File: src/rtl/sid_pkg.sv
// rtl/sid_pkg.sv - shared register map, field widths and decay default for sid_reg_if
package sid_pkg;

  localparam int FREQ_W = 16;
  localparam int PW_W   = 12;
  localparam int FC_W   = 11;
  localparam int NUM_VOICES = 3;

  localparam int unsigned DECAY_DEFAULT = 65535;

  // Voice register blocks sit back to back, seven bytes each.
  localparam logic [4:0] V1_BASE   = 5'd7;
  localparam logic [4:0] V2_BASE   = 5'd14;
  localparam logic [4:0] VOICE_END = 5'd21;

  typedef enum logic [2:0] {
    OFF_FREQ_LO = 3'd0,
    OFF_FREQ_HI = 3'd1,
    OFF_PW_LO   = 3'd2,
    OFF_PW_HI   = 3'd3,
    OFF_CTRL    = 3'd4,
    OFF_AD      = 3'd5,
    OFF_SR      = 3'd6
  } voice_off_e;

  localparam logic [4:0] ADDR_FC_LO    = 5'h15;
  localparam logic [4:0] ADDR_FC_HI    = 5'h16;
  localparam logic [4:0] ADDR_RES_FILT = 5'h17;
  localparam logic [4:0] ADDR_MODE_VOL = 5'h18;
  localparam logic [4:0] ADDR_POTX     = 5'h19;
  localparam logic [4:0] ADDR_POTY     = 5'h1A;
  localparam logic [4:0] ADDR_OSC3     = 5'h1B;
  localparam logic [4:0] ADDR_ENV3     = 5'h1C;

endpackage

File: src/rtl/sync_fall.sv
// rtl/sync_fall.sv - two-flop synchroniser with a single-cycle falling-edge strobe
module sync_fall (
  input  logic clk,
  input  logic rst,
  input  logic i_d,
  output logic o_pre,
  output logic o_fall
);

  logic       r_s1;
  logic       r_s2;
  logic       r_prev;
  logic       r_armed;
  logic [1:0] r_vld;

  // r_armed only sets once r_s2 holds a genuinely sampled high, so a line
  // already low when reset lifts cannot fake a falling edge.
  always_ff @(posedge clk or negedge rst) begin
    if (!rst) begin
      r_s1    <= 1'b1;
      r_s2    <= 1'b1;
      r_prev  <= 1'b1;
      r_armed <= 1'b0;
      r_vld   <= 2'b00;
    end else begin
      r_s1   <= i_d;
      r_s2   <= r_s1;
      r_prev <= r_s2;
      r_vld  <= {r_vld[0], 1'b1};
      if (r_vld[1] && r_s2) begin
        r_armed <= 1'b1;
      end
    end
  end

  assign o_pre  = r_s2 & ~r_s1;
  assign o_fall = r_armed & r_prev & ~r_s2;

endmodule

File: src/rtl/sid_reg_if.sv
// rtl/sid_reg_if.sv - host register interface: synchronised strobe, register file, decaying bus latch
module sid_reg_if
  import sid_pkg::*;
#(
  parameter int unsigned DECAY_CYCLES = DECAY_DEFAULT
) (
  input  logic              clk,
  input  logic              rst,
  input  logic              cs_n,
  input  logic              rw,
  input  logic [4:0]        addr,
  input  logic [7:0]        din,
  output logic [7:0]        dout,
  output logic [FREQ_W-1:0] freq1,
  output logic [FREQ_W-1:0] freq2,
  output logic [FREQ_W-1:0] freq3,
  output logic [PW_W-1:0]   pw1,
  output logic [PW_W-1:0]   pw2,
  output logic [PW_W-1:0]   pw3,
  output logic [7:0]        ctrl1,
  output logic [7:0]        ctrl2,
  output logic [7:0]        ctrl3,
  output logic [7:0]        ad1,
  output logic [7:0]        ad2,
  output logic [7:0]        ad3,
  output logic [7:0]        sr1,
  output logic [7:0]        sr2,
  output logic [7:0]        sr3,
  output logic [FC_W-1:0]   fc,
  output logic [7:0]        res_filt,
  output logic [7:0]        mode_vol,
  input  logic [7:0]        potx,
  input  logic [7:0]        poty,
  input  logic [7:0]        osc3,
  input  logic [7:0]        env3
);

  localparam int CNT_W = $clog2(DECAY_CYCLES + 1);
  localparam logic [CNT_W-1:0] CNT_MAX = CNT_W'(DECAY_CYCLES);
  localparam logic [CNT_W-1:0] CNT_CLR = CNT_W'(DECAY_CYCLES - 1);

  logic              w_pre;
  logic              w_acc;
  logic              w_wr;
  logic              w_rd;
  logic              r_rw_s1;
  logic              r_rw_s2;
  logic [4:0]        r_addr;
  logic [7:0]        r_din;
  logic [7:0]        r_dout;
  logic [7:0]        r_latch;
  logic [CNT_W-1:0]  r_cnt;

  logic [FREQ_W-1:0] r_freq [NUM_VOICES];
  logic [PW_W-1:0]   r_pw   [NUM_VOICES];
  logic [7:0]        r_ctrl [NUM_VOICES];
  logic [7:0]        r_ad   [NUM_VOICES];
  logic [7:0]        r_sr   [NUM_VOICES];
  logic [FC_W-1:0]   r_fc;
  logic [7:0]        r_res_filt;
  logic [7:0]        r_mode_vol;

  logic              w_voice_hit;
  logic [1:0]        w_vidx;
  voice_off_e        w_voff;
  logic              w_ro_hit;
  logic [7:0]        w_ro_val;

  sync_fall u_cs_sync (
    .clk    (clk),
    .rst    (rst),
    .i_d    (cs_n),
    .o_pre  (w_pre),
    .o_fall (w_acc)
  );

  assign w_wr = w_acc & ~r_rw_s2;
  assign w_rd = w_acc &  r_rw_s2;

  always_comb begin
    w_voice_hit = 1'b1;
    w_vidx      = 2'd0;
    w_voff      = voice_off_e'(r_addr[2:0]);
    if (r_addr < V1_BASE) begin
      w_vidx = 2'd0;
    end else if (r_addr < V2_BASE) begin
      w_vidx = 2'd1;
      w_voff = voice_off_e'(3'(r_addr - V1_BASE));
    end else if (r_addr < VOICE_END) begin
      w_vidx = 2'd2;
      w_voff = voice_off_e'(3'(r_addr - V2_BASE));
    end else begin
      w_voice_hit = 1'b0;
    end
  end

  always_comb begin
    w_ro_hit = 1'b1;
    w_ro_val = 8'h00;
    case (r_addr)
      ADDR_POTX: w_ro_val = potx;
      ADDR_POTY: w_ro_val = poty;
      ADDR_OSC3: w_ro_val = osc3;
      ADDR_ENV3: w_ro_val = env3;
      default:   w_ro_hit = 1'b0;
    endcase
  end

  // addr/din are captured one cycle ahead of the strobe, while the synchroniser
  // shows the fall arriving, so the access edge acts on settled copies.
  always_ff @(posedge clk or negedge rst) begin
    if (!rst) begin
      r_rw_s1    <= 1'b1;
      r_rw_s2    <= 1'b1;
      r_addr     <= '0;
      r_din      <= '0;
      r_dout     <= '0;
      r_latch    <= '0;
      r_cnt      <= '0;
      r_fc       <= '0;
      r_res_filt <= '0;
      r_mode_vol <= '0;
      for (int v = 0; v < NUM_VOICES; v++) begin
        r_freq[v] <= '0;
        r_pw[v]   <= '0;
        r_ctrl[v] <= '0;
        r_ad[v]   <= '0;
        r_sr[v]   <= '0;
      end
    end else begin
      r_rw_s1 <= rw;
      r_rw_s2 <= r_rw_s1;
      if (w_pre) begin
        r_addr <= addr;
        r_din  <= din;
      end

      if (w_wr) begin
        if (w_voice_hit) begin
          case (w_voff)
            OFF_FREQ_LO: r_freq[w_vidx][7:0]  <= r_din;
            OFF_FREQ_HI: r_freq[w_vidx][15:8] <= r_din;
            OFF_PW_LO:   r_pw[w_vidx][7:0]    <= r_din;
            OFF_PW_HI:   r_pw[w_vidx][11:8]   <= r_din[3:0];
            OFF_CTRL:    r_ctrl[w_vidx]       <= r_din;
            OFF_AD:      r_ad[w_vidx]         <= r_din;
            OFF_SR:      r_sr[w_vidx]         <= r_din;
            default: ;
          endcase
        end else begin
          case (r_addr)
            ADDR_FC_LO:    r_fc[2:0]  <= r_din[2:0];
            ADDR_FC_HI:    r_fc[10:3] <= r_din;
            ADDR_RES_FILT: r_res_filt <= r_din;
            ADDR_MODE_VOL: r_mode_vol <= r_din;
            default: ;
          endcase
        end
      end

      if (w_rd) begin
        r_dout <= w_ro_hit ? w_ro_val : r_latch;
      end

      // An access always beats decay expiry landing on the same edge.
      if (w_acc) begin
        r_cnt   <= '0;
        r_latch <= w_wr ? r_din : (w_ro_hit ? w_ro_val : r_latch);
      end else begin
        if (r_cnt != CNT_MAX) begin
          r_cnt <= r_cnt + CNT_W'(1);
        end
        if (r_cnt >= CNT_CLR) begin
          r_latch <= 8'h00;
        end
      end
    end
  end

  assign dout     = r_dout;
  assign freq1    = r_freq[0];
  assign freq2    = r_freq[1];
  assign freq3    = r_freq[2];
  assign pw1      = r_pw[0];
  assign pw2      = r_pw[1];
  assign pw3      = r_pw[2];
  assign ctrl1    = r_ctrl[0];
  assign ctrl2    = r_ctrl[1];
  assign ctrl3    = r_ctrl[2];
  assign ad1      = r_ad[0];
  assign ad2      = r_ad[1];
  assign ad3      = r_ad[2];
  assign sr1      = r_sr[0];
  assign sr2      = r_sr[1];
  assign sr3      = r_sr[2];
  assign fc       = r_fc;
  assign res_filt = r_res_filt;
  assign mode_vol = r_mode_vol;

endmodule

File: config.mk
export PLATFORM = sky130hd
export DESIGN_NAME = sid_reg_if
export DESIGN_NICKNAME = d
export VERILOG_FILES = /design/src/rtl/sid_pkg.sv /design/src/rtl/sync_fall.sv /design/src/rtl/sid_reg_if.sv
export SDC_FILE = /design/constraint.sdc
export NUM_CORES = 1
export LEC_CHECK = 0
export ABC_AREA = 1
export CAP_MARGIN = 10
export CORE_ASPECT_RATIO = 0.7
export CORE_UTILIZATION = 35
export DETAILED_ROUTE_END_ITERATION = 8
export PLACE_DENSITY = 0.59
export SLEW_MARGIN = 20
export SYNTH_ARGS = -nofsm -noshare
export SYNTH_HDL_FRONTEND = slang
export SYNTH_HIERARCHICAL = 1
export SYNTH_SLANG_ARGS = --single-unit
File: constraint.sdc
create_clock -name clk -period 2.3 [get_ports clk]
set_input_delay 0.46 -clock clk [delete_from_list [all_inputs] [get_ports clk]]
set_output_delay 0.46 -clock clk [all_outputs]
set_load 0.01 [all_outputs]
==> flow_summary.toml, run 1 <==
[run]
cap_violations = 0

[place]
post-dp-hpwl_mm = 22.2
port_buffers = 239
placed_cell_area_mm2 = 0.0132
pre_cts_ws_ns = -0.0194
gp_congestion = 0.863

[setup_path]
required_ns = 2.75
crit_chain = "inv_1 > ha_1 > nand2_1 > nand2_1 > nand2_4 > nand3_1 > nand3_2 > nand2_2 > nor2_4 > buf_12 > buf_4 > nand4_1 > nand2_1"
max_stage_delay_ns = 0.43
reg2reg_slack_ns = 0.15
startpoint_type = "flip-flop"
path_class = "reg -> reg"
worstPathMaxFanout = 18
endpoint_kind = "flip-flop"
ff2ff_path_depth = 13
worst_path_max_delay_cell = "dfrtp_2"
arrival_ns = 2.61
cpMostUsedCell = "nand2_1"

[global_route]
grt.total_usage = 0.217
grtUsageMet3 = 0.0449
grt_pass1_wl_mm = 49.7
grt_overflow_total = 0
grt.busiest_layer = "met1"
antenna_found_initial = 0
grt_max_degree = 57
grt_pass1_vias = 8572
use_met1 = 0.329
grtUsageMet2 = 0.322

[finish]
seq_area_mm2 = 0.00592
design_area_mm2 = 0.0143
drive_gt1_frac = 0.114
num-nets-final = 1466
multi_input_area_mm2 = 0.00389
area.growth.synth_to_final_pct = 42.0
diodes = 0
fillers = 2664

[floorplanning]
core_area_mm2 = 0.0281
row_count = 51
initial_utilization = 0.359
die_w_um = 205
die_area_mm2 = 0.0295
ios = 240
dieHeight_um = 144

[worst_hold_path]
min_path_type = "in -> reg"
holdPathStages = 1

[cts]
clock_path_buffers = 3
path_clk_slew_ns = 0.06
clock-root-buffer = "clkbuf_16"
insertion_delay_ns = 0.52
htree_levels = 1
cts_tree = "yes"
cts_sinks = 236
cts_buffers = 25

[synthesis]
synth_cells = 1137
synth-async-reset-ratio = 1.00
synth_edf_count = 0
postSynthAreaPerCell_um2 = 8.86
yosysTopAreaCell = "dfrtp_1"
synth_cell_types = 38
synth_commonest_cells = "404 x nand2_1, 231 x dfrtp_1, 118 x nand3_1"
yosys.area.top_type_share = 0.574
ys_warn_count = 6
postSynthNetCount = 1194
synthFlopType = "dfrtp_1"
yosys-top-cells-area = "dfrtp_1 57%, nand2_1 15%, nand3_1 5.9%"
synth_area_mm2 = 0.0101
synth_most_common_cell = "nand2_1"
ys_ff_latch = 236
ys_seq_area_frac = 0.587

[power]
peakVddDrop_mv = 0.367
p_leak_nw = 6.75
power_frac_seq = 0.411
p_int_w = 0.00919
switching_share = 0.307
power.density_mw_per_mm2 = 927
pwr-share-comb = 0.281
power_frac_clock = 0.308
power.switching_w = 0.00407

[run_status]
outcome = "finished, final reports clean"

[drt]
drc = 0
antenna_left = 0
vias = 8929
drt_first_iter_violations = 547
via_per_inst = 4.97
wl_per_cell_um = 17.7
drt_pass1_iterations = 5
drt_wl_total_mm = 31.8

[sta]
period_share = 0.937
relSlewSlack = 0.611
skew_ns = 0.00984
hold_violations = 0
worst_slew_pin_slew_ns = 0.583
post-route-min-period_ns = 2.15
finalSetupViolCount = 0
setup_ws_ns = 0.146
slew_violations = 0
hold_ws_ns = 0.351
max_freq_mhz = 464
[power groups by stage]
| stage | Combinational, W | Sequential, W | Clock, W |
|---|---|---|---|
| after floorplan | 0.00123 | 0.00571 | 0 |
| after CTS | 0.00369 | 0.00544 | 0.00419 |
| after global routing | 0.00409 | 0.00554 | 0.00436 |
| final | 0.00373 | 0.00545 | 0.00409 |
| after global placement | 0.00360 | 0.00550 | 0 |
| after detailed placement | 0.00366 | 0.00550 | 0 |
[sequential cells by signal (all words and copies together), names as in the netlist, 11 cells and up]
signal / flops
freq1: 16
freq2: 16
fc: 11
pw3: 12
pw1: 12
r_cnt: 16
freq3: 16
pw2: 12
[what timing repair did]
| action | 4_1_cts | 5_1_grt |
|---|---|---|
| hold buffers | 1 | 0 |
| gates cloned | 0 | 1 |
| buffers inserted | 4 | 1 |
| hold endpoints to repair | 44 | 0 |
| pin swaps | 4 | 2 |
| setup endpoints to repair | 78 | 160 |
| gates resized for setup | 6 | 30 |
[routing by layer]
metal / share of wire / wire [um]
met5: 0 / 0
met4: 0.013 / 414
met3: 0.069 / 2210
met2: 0.43 / 13700
met1: 0.49 / 15500
[cells by family after synthesis]
family	count (synthesis)	share of synthesized area
compound gates	116	0.0599
xor+xnor	5	0.00435
fa+ha+maj	8	0.00993
buf+inv	102	0.0425
flops	236	0.587
mux	1	0.00112
other cells	1	0.000372
simple gates	668	0.295
[final timing paths]
| check | start | to |
|---|---|---|
| setup / recovery | r_addr[1]$_DFFE_PN0P_ | ctrl2[2]$_DFFE_PN0P_ |
| hold / removal | cs_n | u_cs_sync/r_s1$_DFF_PN1_ |
| setup reg to reg | r_addr[1]$_DFFE_PN0P_ | ctrl2[2]$_DFFE_PN0P_ |
| hold reg to reg | u_cs_sync/r_vld[0]$_DFF_PN0_ | u_cs_sync/r_vld[1]$_DFF_PN0_ |
| max in group asynchronous | rst | freq2[14]$_DFFE_PN0P_ |
| min in group asynchronous | rst | ctrl3[5]$_DFFE_PN0P_ |
[critical path: cells and delay by family (launching register included)]
family                   cells  cell delay, ns
adder cells (fa/ha/maj)      1            0.20
buffers and inverters        3            0.45
flip-flops                   1            0.43
AND/OR/NAND/NOR              9            1.02
[cell type report]
cell class	count	share of cell area
Inverter	52	0.0143
Clock buffer	40	0.0533
Clock inverter	4	0.00507
Multi-Input combinational cell	799	0.272
Tap cell	371	0.0324
Sequential cell	236	0.414
Timing Repair Buffer	295	0.209
[layout by cell type, fill, tap and decap left out, types with 8 or more instances in the layout]
master             n
buf_4             40
a21oi_1           22
clkbuf_8           8
buf_12            12
nand4_1           47
o21ai_0           53
inv_1             40
clkdlybuf4s50_1  238
o21ai_1           32
inv_2              9
dfrtp_1          228
nand3_1          113
nor2_1            53
clkbuf_16         26
nand2_1          402
[per-stage QoR]
stage          utilization  total power [W]  setup TNS (ns)  std cells
5_1_grt              0.510           0.0140        -0.00628       1797
4_1_cts              0.503           0.0133               0       1795
2_1_floorplan            -          0.00694               0       1137
3_3_place_gp         0.470          0.00910               0       1746
6_report             0.510           0.0133               0       1797
3_5_place_dp         0.470          0.00916          -0.242       1746
No activity file was read; power rests on OpenSTA's default activity.
==> run 2, diff against run 1 <==
--- a/config.mk
+++ b/config.mk
@@ -11,6 +11,7 @@
 export CORE_UTILIZATION = 35
 export DETAILED_ROUTE_END_ITERATION = 8
 export PLACE_DENSITY = 0.59
+export SKIP_CTS_REPAIR_TIMING = 1
 export SLEW_MARGIN = 20
 export SYNTH_ARGS = -nofsm -noshare
 export SYNTH_HDL_FRONTEND = slang
==> run 2 against run 1 <==
Compared with the run above: clock power about the same; highest routed layer unchanged; global-route usage down 0.055 points; largest cell class unchanged; critical path type unchanged; cell count about the same; final area about the same; critical endpoint unchanged.
==> flow_summary.toml, run 2 (synthesized netlist as in run 1, its figures left out) <==
[floorplanning]
die_area_mm2 = 0.0295
initial_utilization = 0.359
ios = 240
die_w_um = 205
dieHeight_um = 144
row_count = 51
core_area_mm2 = 0.0281

[drt]
drt_pass1_iterations = 5
via_per_inst = 4.94
drc = 0
antenna_left = 0
vias = 8884
drt_first_iter_violations = 526
drt_wl_total_mm = 31.8
wl_per_cell_um = 17.7

[global_route]
antenna_found_initial = 0
grt.total_usage = 0.217
grt_overflow_total = 0
grt_pass1_wl_mm = 49.5
grt_pass1_vias = 8560
grt_max_degree = 57

[finish]
num-nets-final = 1466
drive_gt1_frac = 0.114
area.growth.synth_to_final_pct = 42.0
fillers = 2659
seq_area_mm2 = 0.00592
final_cell_mix = "402 x nand2_1, 238 x clkdlybuf4s50_1, 228 x dfrtp_1"
multi_input_area_mm2 = 0.00389
design_area_mm2 = 0.0143
layout_commonest_cell = "nand2_1"

[sta]
totalNegativeSetupSlack_ns = 0
relSlewSlack = 0.601
hold_violations = 0
max_freq_mhz = 464
slew_violations = 0
skew_ns = 0.0121
finalSetupViolCount = 0
period_share = 0.938
post-route-min-period_ns = 2.16
worst_slew_pin_slew_ns = 0.598

[setup_path]
arrival_ns = 2.61
required_ns = 2.75
reg2reg_slack_ns = 0.14
cp_num_buf_inv = 4
path_class = "reg -> reg"
startpoint_type = "flip-flop"
critPathTopFamily = "simple AND/OR/NAND/NOR gates"
endpoint_kind = "flip-flop"
worstPathMaxFanout = 18
worst_path_max_delay_cell = "dfrtp_2"
crit_chain = "inv_1 > buf_4 > ha_1 > nand3b_1 > nand3_2 > nand2_2 > nor2_4 > buf_12 > buf_4 > nand4_1 > nand2_1"
max_stage_delay_ns = 0.43
cpMostUsedCell = "buf_4"

[power]
finalPower_w = 0.0133
peakVddDrop_mv = 0.365
power.density_mw_per_mm2 = 927
p_leak_nw = 6.75

[cts]
cts_tree = "yes"
insertion_delay_ns = 0.52
clock_path_buffers = 3
cts_buffers = 25
htree_levels = 1
clock-root-buffer = "clkbuf_16"
path_clk_slew_ns = 0.06
cts_sinks = 236

[worst_hold_path]
min_path_type = "in -> reg"

[place]
gp_congestion = 0.863
post-dp-hpwl_mm = 22.2
placed_cell_area_mm2 = 0.0132
port_buffers = 239

[run_status]
outcome = "finished, final reports clean"

[run]
cap_violations = 0
-- run 2: cell count changes in the layout (fill, tap and decap cells not counted) --
cell     change
diode_2      +1
-- run 2: worst reg2reg max path, cell delays in order, from the launching register on --
cell      delay (ns)
dfrtp_2         0.43
inv_1           0.08
buf_4           0.15
ha_1            0.26
nand3b_1        0.19
nand3_2         0.15
nand2_2         0.11
nor2_4          0.17
buf_12          0.18
buf_4           0.20
nand4_1         0.09
nand2_1         0.09
-- run 2: path summary, 6_finish.rpt --
kind	startpoint	to	cells after the start
worst max-delay path	r_addr[1]$_DFFE_PN0P_	ctrl2[2]$_DFFE_PN0P_	11
worst max register to register	r_addr[1]$_DFFE_PN0P_	ctrl2[2]$_DFFE_PN0P_	11
max in group asynchronous	rst	freq1[7]$_DFFE_PN0P_	3
worst min-delay path	cs_n	u_cs_sync/r_s1$_DFF_PN1_	1
worst min register to register	u_cs_sync/r_vld[0]$_DFF_PN0_	u_cs_sync/r_vld[1]$_DFF_PN0_	0
min in group asynchronous	rst	ctrl3[5]$_DFFE_PN0P_	2
-- run 2: per-stage QoR --
stage               worst slack, ns  cells  hold slack, ns   util
global route               -0.00775   1797           0.344  0.510
finish                        0.143   1798           0.352  0.510
CTS                         -0.0650   1790          -0.151  0.499
global placement             0.0426   1746           0.333  0.470
detailed placement          -0.0194   1746           0.343  0.470
floorplan                     0.169   1137           0.164      -
-- run 2: cell type report --
type | instances | share of cell area
Tap cell | 371 | 0.0324
Antenna cell | 1 | 0.000175
Inverter | 52 | 0.0143
Sequential cell | 236 | 0.413
Multi-Input combinational cell | 799 | 0.272
Clock buffer | 40 | 0.0533
Clock inverter | 4 | 0.00507
Timing Repair Buffer | 295 | 0.209
-- run 2: layer usage --
layer | GRT usage | part of all wire | vias up
li1 | - | - | 4284
met4 | 0.0322 | 0.013 | 0
met5 | 0 | 0 | -
met3 | 0.0451 | 0.069 | 36
met2 | 0.322 | 0.43 | 274
met1 | 0.327 | 0.49 | 4290
-- run 2: power by group --
group | leakage (nW) | total [W] | switching (W) | internal, W
sequential | 3.17 | 0.00545 | 0.000534 | 0.00492
clock | 0.406 | 0.00409 | 0.00161 | 0.00248
combinational | 3.18 | 0.00373 | 0.00193 | 0.00180
==> run 3, diff against run 2 <==
--- a/config.mk
+++ b/config.mk
@@ -10,6 +10,7 @@
 export CORE_ASPECT_RATIO = 0.7
 export CORE_UTILIZATION = 35
 export DETAILED_ROUTE_END_ITERATION = 8
+export GPL_TIMING_DRIVEN = 0
 export PLACE_DENSITY = 0.59
 export SKIP_CTS_REPAIR_TIMING = 1
 export SLEW_MARGIN = 20
==> run 3 against run 2 <==
Compared with the run above: non-clock buffer count rose by 42; critical path depth rose by 2; sequential share of layout area decreased by 0.96 points; largest power group unchanged.
==> flow_summary.toml, run 3 (synthesized netlist as in run 1, its figures left out) <==
[sta]
rsz0062_at_grt = "yes"
relSlewSlack = 0.421
skew_ns = 0.00937
setup_ws_ns = 0.0559
hold_violations = 0
finalSetupViolCount = 0
worst_slew_pin_slew_ns = 0.868
max_freq_mhz = 446
totalNegativeSetupSlack_ns = 0
slew_violations = 0
period_share = 0.976
post-route-min-period_ns = 2.24

[setup_path]
reg2reg_slack_ns = 0.06
ff2ff_path_depth = 13
required_ns = 2.69
r2r_start = "r_addr[1]$_DFFE_PN0P_"
reg2reg_to = "sr2[5]$_DFFE_PN0P_"
arrival_ns = 2.63
endpoint_kind = "flip-flop"
startpoint_type = "flip-flop"
worstPathMaxFanout = 7
path_class = "reg -> reg"

[floorplanning]
die_w_um = 205
dieHeight_um = 144
die_area_mm2 = 0.0295
core_area_mm2 = 0.0281
initial_utilization = 0.359
row_count = 51
ios = 240

[power]
p_leak_nw = 6.90
power.switching_w = 0.00428
peakVddDrop_mv = 0.466
switching_share = 0.317
p_int_w = 0.00925
power_frac_seq = 0.403
power.density_mw_per_mm2 = 924
pwr-share-comb = 0.295
power_frac_clock = 0.302

[finish]
multi_input_area_mm2 = 0.00409
final_cells = 1839
area.growth.synth_to_final_pct = 45.4
layout_commonest_cell = "nand2_1"
design_area_mm2 = 0.0147
fin_util = 0.522
seq_area_mm2 = 0.00592
final_cell_mix = "395 x nand2_1, 238 x clkdlybuf4s50_1, 228 x dfrtp_1"
drive_gt1_frac = 0.137
fillers = 2666
num-nets-final = 1509

[drt]
drt_wl_total_mm = 33.0
antenna_left = 0
drt_pass1_iterations = 5
drt_first_iter_violations = 618
wl_per_cell_um = 18.0
via_per_inst = 5.00
drc = 0
vias = 9201

[cts]
cts_tree = "yes"
clock_path_buffers = 3
path_clk_slew_ns = 0.06
clock-root-buffer = "clkbuf_16"
cts_buffers = 25
htree_levels = 1
insertion_delay_ns = 0.52
cts_sinks = 236

[global_route]
grt_max_degree = 97
antenna_found_initial = 0
grt_pass1_vias = 8581
grt_overflow_total = 0
grt.total_usage = 0.220
grt_pass1_wl_mm = 50.4

[worst_hold_path]
hp-start = "rw"
min_path_type = "in -> reg"
holdPathStages = 1
worstHoldEndpoint = "r_rw_s1$_DFF_PN1_"

[place]
placed_cells = 1749
post-dp-hpwl_mm = 23.0
gp_congestion = 0.823
pre_cts_ws_ns = -0.593
port_buffers = 239
placed_cell_area_mm2 = 0.0130

[run_status]
outcome = "finished, final reports clean"

[run]
cap_violations = 0
[run 3: metal layers]
metal / GRT usage / up-vias / share of wire
met2: 0.325 / 299 / 0.44
met4: 0.0389 / 0 / 0.013
met5: 0 / - / 0
met1: 0.337 / 4498 / 0.49
li1: - / 4377 / -
met3: 0.0410 / 27 / 0.064
[run 3: how the worst max path moves through the flow]
stage,start,endpoint,depth (start not counted)
after detailed placement,u_cs_sync/r_prev$_DFF_PN1_,res_filt[6]$_DFFE_PN0P_,10
after global routing,r_addr[1]$_DFFE_PN0P_,sr2[3]$_DFFE_PN0P_,13
after floorplan,r_addr[1]$_DFFE_PN0P_,freq1[4]$_DFFE_PN0P_,13
final,r_addr[1]$_DFFE_PN0P_,sr2[5]$_DFFE_PN0P_,13
after CTS,u_cs_sync/r_prev$_DFF_PN1_,res_filt[6]$_DFFE_PN0P_,10
after global placement,rst,freq1[14]$_DFFE_PN0P_,1
[run 3: cell type report]
class	instances	share of cell area
clock inverter	7	0.00777
clock buffer	35	0.0473
inverter	52	0.0156
tap	371	0.0317
buffer	47	0.0194
antenna	1	0.000171
timing repair buffer	290	0.195
sequential	236	0.404
multi-input combinational	800	0.279
[run 3: critical path, stage by stage (launching register included)]
cell     delay, ns
dfrtp_2       0.47
ha_4          0.21
nor2_2        0.10
nand2_2       0.07
nand2_4       0.14
nand3_1       0.09
nand2_1       0.11
nand3_4       0.10
buf_12        0.15
nor2_4        0.20
nand3_4       0.18
buf_8         0.18
nand2_1       0.06
o21ai_1       0.06
[run 3: stage by stage]
step | power, W | hold WS (ns)
after floorplan | 0.00694 | 0.164
after global placement | 0.00903 | 0.332
after detailed placement | 0.00909 | 0.346
after CTS | 0.0132 | -0.0505
after global routing | 0.0142 | 0.347
final | 0.0135 | 0.353
[run 3: power groups by stage]
| stage | registers [W] | logic [W] | clock network [W] |
|---|---|---|---|
| global route | 0.00555 | 0.00434 | 0.00431 |
| finish | 0.00545 | 0.00399 | 0.00408 |
| detailed placement | 0.00550 | 0.00359 | 0 |
| global placement | 0.00551 | 0.00353 | 0 |
| floorplan | 0.00571 | 0.00123 | 0 |
| CTS | 0.00544 | 0.00361 | 0.00417 |
